--- config.mk ---
export PLATFORM = sky130hd
export DESIGN_NAME = count_lead_unit
export DESIGN_NICKNAME = d
export VERILOG_FILES = /design/src/rtl/count_lead_unit_pkg.sv /design/src/rtl/count_lead_unit_stage.sv /design/src/rtl/count_lead_unit.sv
export SDC_FILE = /design/constraint.sdc
export NUM_CORES = 1
export LEC_CHECK = 0
export ABC_AREA = 1
export BUFFER_PORTS_ARGS = -buffer_cell sky130_fd_sc_hd__clkbuf_2
export CORE_MARGIN = 2
export CORE_UTILIZATION = 35
export DETAILED_ROUTE_END_ITERATION = 8
export SYNTH_ARGS = -nofsm -noshare
export SYNTH_HDL_FRONTEND = slang
export SYNTH_SLANG_ARGS = --single-unit
--- constraint.sdc ---
create_clock -name clk -period 8.95 [get_ports clk]
set_input_delay 1.79 -clock clk [delete_from_list [all_inputs] [get_ports clk]]
set_output_delay 1.79 -clock clk [all_outputs]
set_load 0.01 [all_outputs]
--- src/rtl/count_lead_unit_pkg.sv ---
// Shared encodings for the leading-zero/leading-one counter.
// Operation select codes and FSM state encodings.
package count_lead_unit_pkg;

  localparam logic CNTOp_CLZ = 1'b0;
  localparam logic CNTOp_CLO = 1'b1;

  typedef enum logic [1:0] {
    CNT_IDLE = 2'd0,
    CNT_SCAN = 2'd1,
    CNT_FIN  = 2'd2
  } cnt_state_t;

endpackage

--- src/rtl/count_lead_unit_stage.sv ---
// One binary-search stage: when the top w bits of x are all zero,
// shift x and its shadow s left by w and report w as the count increment.
module clz_stage #(
  parameter int WIDTH = 32,
  parameter int LOGW  = 5
) (
  input  logic [WIDTH-1:0] x,
  input  logic [WIDTH-1:0] s,
  input  logic [LOGW-1:0]  k,
  output logic [WIDTH-1:0] x_nxt,
  output logic [WIDTH-1:0] s_nxt,
  output logic [LOGW:0]    inc
);

  localparam logic [LOGW:0] WFULL = (LOGW+1)'(WIDTH);

  logic [LOGW:0]    w;
  logic [WIDTH-1:0] top_mask;
  logic             hit;

  // Stage k inspects a field of width WIDTH >> (k+1) at the top of x.
  always_comb begin
    w        = WFULL >> ({1'b0, k} + (LOGW+1)'(1));
    top_mask = ~({WIDTH{1'b1}} >> w);
    hit      = ((x & top_mask) == '0);
    x_nxt    = hit ? (x << w) : x;
    s_nxt    = hit ? (s << w) : s;
    inc      = hit ? w : '0;
  end

endmodule

--- src/rtl/count_lead_unit.sv ---
// Iterative CLZ/CLO unit: one binary-search stage per clock, then a final
// single-bit fix-up, with a Start/Done handshake towards the control FSM.
module count_lead_unit
  import count_lead_unit_pkg::*;
#(
  parameter int WIDTH = 32,
  parameter int LOGW  = 5
) (
  input  logic             clk,
  input  logic             rst,
  input  logic             Start,
  input  logic [WIDTH-1:0] A,
  input  logic             CNTOp,
  output logic             Busy,
  output logic             Done,
  output logic [LOGW:0]    Count,
  output logic [WIDTH-1:0] Norm,
  output cnt_state_t       dbg_state
);

  // Handshake: Start is honoured only in CNT_IDLE (A/CNTOp captured on that
  // edge); Done pulses for one cycle when Count/Norm are updated, and a Start
  // in that same cycle is accepted with no bubble.

  cnt_state_t       state, state_nxt;
  logic [LOGW-1:0]  k, k_nxt;
  logic [WIDTH-1:0] x, x_nxt;
  logic [WIDTH-1:0] s, s_nxt;
  logic [LOGW:0]    cnt, cnt_nxt;
  logic             busy_q, busy_nxt;
  logic             done_q, done_nxt;
  logic [LOGW:0]    count_q, count_nxt;
  logic [WIDTH-1:0] norm_q, norm_nxt;

  logic [WIDTH-1:0] stg_x, stg_s;
  logic [LOGW:0]    stg_inc;

  clz_stage #(.WIDTH(WIDTH), .LOGW(LOGW)) u_stage (
    .x     (x),
    .s     (s),
    .k     (k),
    .x_nxt (stg_x),
    .s_nxt (stg_s),
    .inc   (stg_inc)
  );

  always_ff @(posedge clk or posedge rst) begin
    if (rst) begin
      state   <= CNT_IDLE;
      k       <= '0;
      x       <= '0;
      s       <= '0;
      cnt     <= '0;
      busy_q  <= 1'b0;
      done_q  <= 1'b0;
      count_q <= '0;
      norm_q  <= '0;
    end else begin
      state   <= state_nxt;
      k       <= k_nxt;
      x       <= x_nxt;
      s       <= s_nxt;
      cnt     <= cnt_nxt;
      busy_q  <= busy_nxt;
      done_q  <= done_nxt;
      count_q <= count_nxt;
      norm_q  <= norm_nxt;
    end
  end

  always_comb begin
    state_nxt = state;
    k_nxt     = k;
    x_nxt     = x;
    s_nxt     = s;
    cnt_nxt   = cnt;
    busy_nxt  = busy_q;
    done_nxt  = 1'b0;
    count_nxt = count_q;
    norm_nxt  = norm_q;
    case (state)
      CNT_IDLE: begin
        if (Start) begin
          // Search runs on the conditioned value; Norm shadows the raw A.
          x_nxt     = (CNTOp == CNTOp_CLO) ? ~A : A;
          s_nxt     = A;
          cnt_nxt   = '0;
          k_nxt     = '0;
          busy_nxt  = 1'b1;
          state_nxt = CNT_SCAN;
        end
      end
      CNT_SCAN: begin
        x_nxt   = stg_x;
        s_nxt   = stg_s;
        cnt_nxt = cnt + stg_inc;
        k_nxt   = k + LOGW'(1);
        if (k == LOGW'(LOGW-1)) state_nxt = CNT_FIN;
      end
      CNT_FIN: begin
        // A zero MSB here means the conditioned operand was all zeros.
        if (!x[WIDTH-1]) begin
          cnt_nxt = cnt + (LOGW+1)'(1);
          s_nxt   = '0;
        end
        count_nxt = cnt_nxt;
        norm_nxt  = s_nxt;
        done_nxt  = 1'b1;
        busy_nxt  = 1'b0;
        state_nxt = CNT_IDLE;
      end
      default: begin
        busy_nxt  = 1'b0;
        state_nxt = CNT_IDLE;
      end
    endcase
  end

  assign Busy      = busy_q;
  assign Done      = done_q;
  assign Count     = count_q;
  assign Norm      = norm_q;
  assign dbg_state = state;

endmodule

==> out/results.ini <==
[final_layout]
nFillCells=2983
diodes=0
drive_gt1_share_pct=9.21
area_growth_pct=10.5
nNetsFinal=1665
multiInputGateArea_mm2=0.00567
seqCellArea_mm2=0.00293

[cts]
cts_root_buf=clkbuf_16
cts_resized=0
cts_hold_buf=0
post_cts_buffers=0
cts_max_path_buffers=2
htreeDepth=4
clk-insertion-delay-late_ps=440
clkTransAtPathRegs_ps=60
cts_tree=yes
cts_made_buffers=17
clock_sinks=117

[floorplan]
die_y_um=170
rows=60
ioPinCount=78
initial_core_util_pct=35.8
die_x_um=170
core_area_mm2=0.0270
die_area_mm2=0.0290

[critical_path]
cp.depth=13
cp-startpoint=k[0]$_DFFE_PP0P_
cp.arrival_ps=3990
cp-end-kind=register
crit_buf_inv=1
max_stage_delay_ps=770
crit_path_max_fanout=39
cp_cell_sequence=nor2_4, nand3_2, buf_4, nor2_1, ha_1, fa_1, nand2_1, nand2_1, a21oi_1, xor2_1, o21ai_0, nand2_1, o21ai_0
cp.required_ps=9240
r2r_slack_ps=5250
startpoint_type=register
cpLargestDelayFamily=simple AND/OR/NAND/NOR gates
critPathSlowestCell=nand3_2
r2r-end=cnt[4]$_DFFE_PP0P_
cp_common_cell=nand2_1
worstReg2RegStart=k[0]$_DFFE_PP0P_
reg2reg_depth=13
critPathKind=register to register
crit_path_end=cnt[4]$_DFFE_PP0P_

[detailed_routing]
ant_nets=0
dr.pass1.iters=6
vias=10947
drc=0
drt_iter0_drc=1330
via_per_inst=5.56
wirelength_mm=36.4
wl_per_cell_um=18.5

[pwr]
power_density_mw_per_mm2=408
irDropWorstVdd_mv=0.148
totalPowerFinal_mw=4.37
leakage_nw=5.49

[sta]
tightest_slew_ps=1080
rsz0062_at_grt=no
drv_slew=0
fin_crit_ps=3700
final-setup-viol-count=0
slew_headroom_pct=28.2
tns_ps=0
layout_setup_ws_ps=5250
finalHoldViolCount=0
finalClockSkew_ps=9.03
fin_crit_sh_pct=41.3
fmax_mhz=271

[grt]
overflow=0
grt_pass1_wl_mm=57.2
grt_pass1_vias=10354
grt_usage_pct=25.5
antenna_found_initial=0
grt_max_degree=72

[run]
max-cap-violations=0

[yosys]
ys_ff_latch=117
synthDistinctLibCells=38
synth_nets=1657
yosysWarnings=0
ys_seq_area_share_pct=30.2
synth_async_sr_flop_share_pct=100
syn_inst=1608
avgSynthCellArea_um2=6.02
synth_top_flop_cell=dfrtp_1
synth_area_mm2=0.00968
synth_edf_count=0

[placed_design]
post-dp-hpwl_mm=25.9
dp_slack_ps=5210
gp_congestion=0.973
numPortBuffers=77

[min_path]
min_path_type=register to register

[status]
status=completed

==> layout make-up <==
class | count | share of cell area (%)
clock inverters | 12 | 1.23
repair buffers | 89 | 4.44
clock buffers | 19 | 4.14
multi-input cells | 1223 | 52.9
well taps | 341 | 3.99
flip-flops and latches | 117 | 27.4
inverters | 168 | 5.93
==> sequential cells by signal, summed over array words and instances, names as in the netlist <==
signal,cells
Done,1
s,32
dbg_state,2
x,32
Count,6
Norm,32
Busy,1
cnt,6
k,5
==> cell usage after synthesis (2+ instances only) <==
library cell,n,share of area (%)
or2_2,4,0.26
nor2_4,3,0.35
buf_4,14,1.1
a21boi_1,2,0.15
nor2_2,2,0.13
a21oi_1,57,2.9
o211ai_1,6,0.47
nand3b_1,6,0.47
nand4_1,36,2.3
nand2_4,2,0.23
xnor2_1,3,0.27
nor2_1,100,3.9
nand2_2,2,0.13
nor3_1,5,0.26
ha_1,12,1.6
buf_1,10,0.39
clkbuf_1,46,1.8
dfrtp_1,117,30
inv_2,10,0.39
buf_2,29,1.5
inv_1,156,6.0
a22oi_1,7,0.54
o21ai_1,11,0.57
o22ai_1,13,0.84
nand2_1,515,20
o21ai_0,103,5.3
nand3_1,325,17
nand3_2,2,0.21
==> layer usage <==
| layer | vias to the layer above | wire length (um) | track usage (%) |
|---|---|---|---|
| li1 | 5286 | - | - |
| met5 | - | 0 | 0 |
| met2 | 501 | 17200 | 41.8 |
| met1 | 5072 | 15300 | 32.4 |
| met3 | 88 | 2710 | 5.42 |
| met4 | 0 | 1270 | 10.6 |
==> power breakdown <==
part	switching, mW	internal, mW	leakage (nW)
Combinational	1.96	0.802	3.73
Clock	0.277	0.415	0.283
Sequential	0.164	0.754	1.48
Total	2.40	1.97	5.49
==> cells by family after synthesis <==
logic type | Yosys count | share of synthesized area [%]
AO/OA/AOI/OAI | 201 | 11.0
AND/OR/NAND/NOR | 1005 | 45.2
buffers and inverters | 268 | 11.4
flip-flops | 117 | 30.2
adder cells (fa/ha/maj) | 13 | 1.76
XOR/XNOR | 4 | 0.362
==> worst min-delay path, cell delays in order (launching register included) <==
cell     delay (ps)
dfrtp_1         340
nand2_1          60
nand2_1          50
==> worst min path at each step <==
stage / startpoint / to / slack [ps] / cells after the start
final: x[14]$_DFFE_PP0P_ / x[14]$_DFFE_PP0P_ / 480 / 2
after detailed placement: s[20]$_DFFE_PP0P_ / s[20]$_DFFE_PP0P_ / 460 / 2
after CTS: s[20]$_DFFE_PP0P_ / s[20]$_DFFE_PP0P_ / 480 / 2
after global routing: s[17]$_DFFE_PP0P_ / s[17]$_DFFE_PP0P_ / 500 / 2
after global placement: s[19]$_DFFE_PP0P_ / s[19]$_DFFE_PP0P_ / 460 / 2
after floorplan: s[16]$_DFFE_PP0P_ / s[16]$_DFFE_PP0P_ / 450 / 2
==> per-stage QoR <==
stage               instance area, um2  utilization, %  std cells  hold slack, ps
floorplan                         9680               -       1608             449
global placement                 10100            37.5       1938             462
detailed placement               10100            37.5       1938             465
CTS                              10700            39.6       1969             481
global route                     10700            39.6       1969             496
finish                           10700            39.6       1969             477
==> layout by cell type (no fill, tap or decap), types with 17 or more instances in the layout <==
cell       Yosys  final
nand3_1      325    325
nand2_1      515    515
dfrtp_1      117    117
o21ai_0      103    103
a21oi_1       57     57
clkbuf_2       0     77
inv_1        156    155
nor2_1       100     98
clkbuf_16      0     17
nand4_1       36     36
Power figures use the tool's default switching activity.
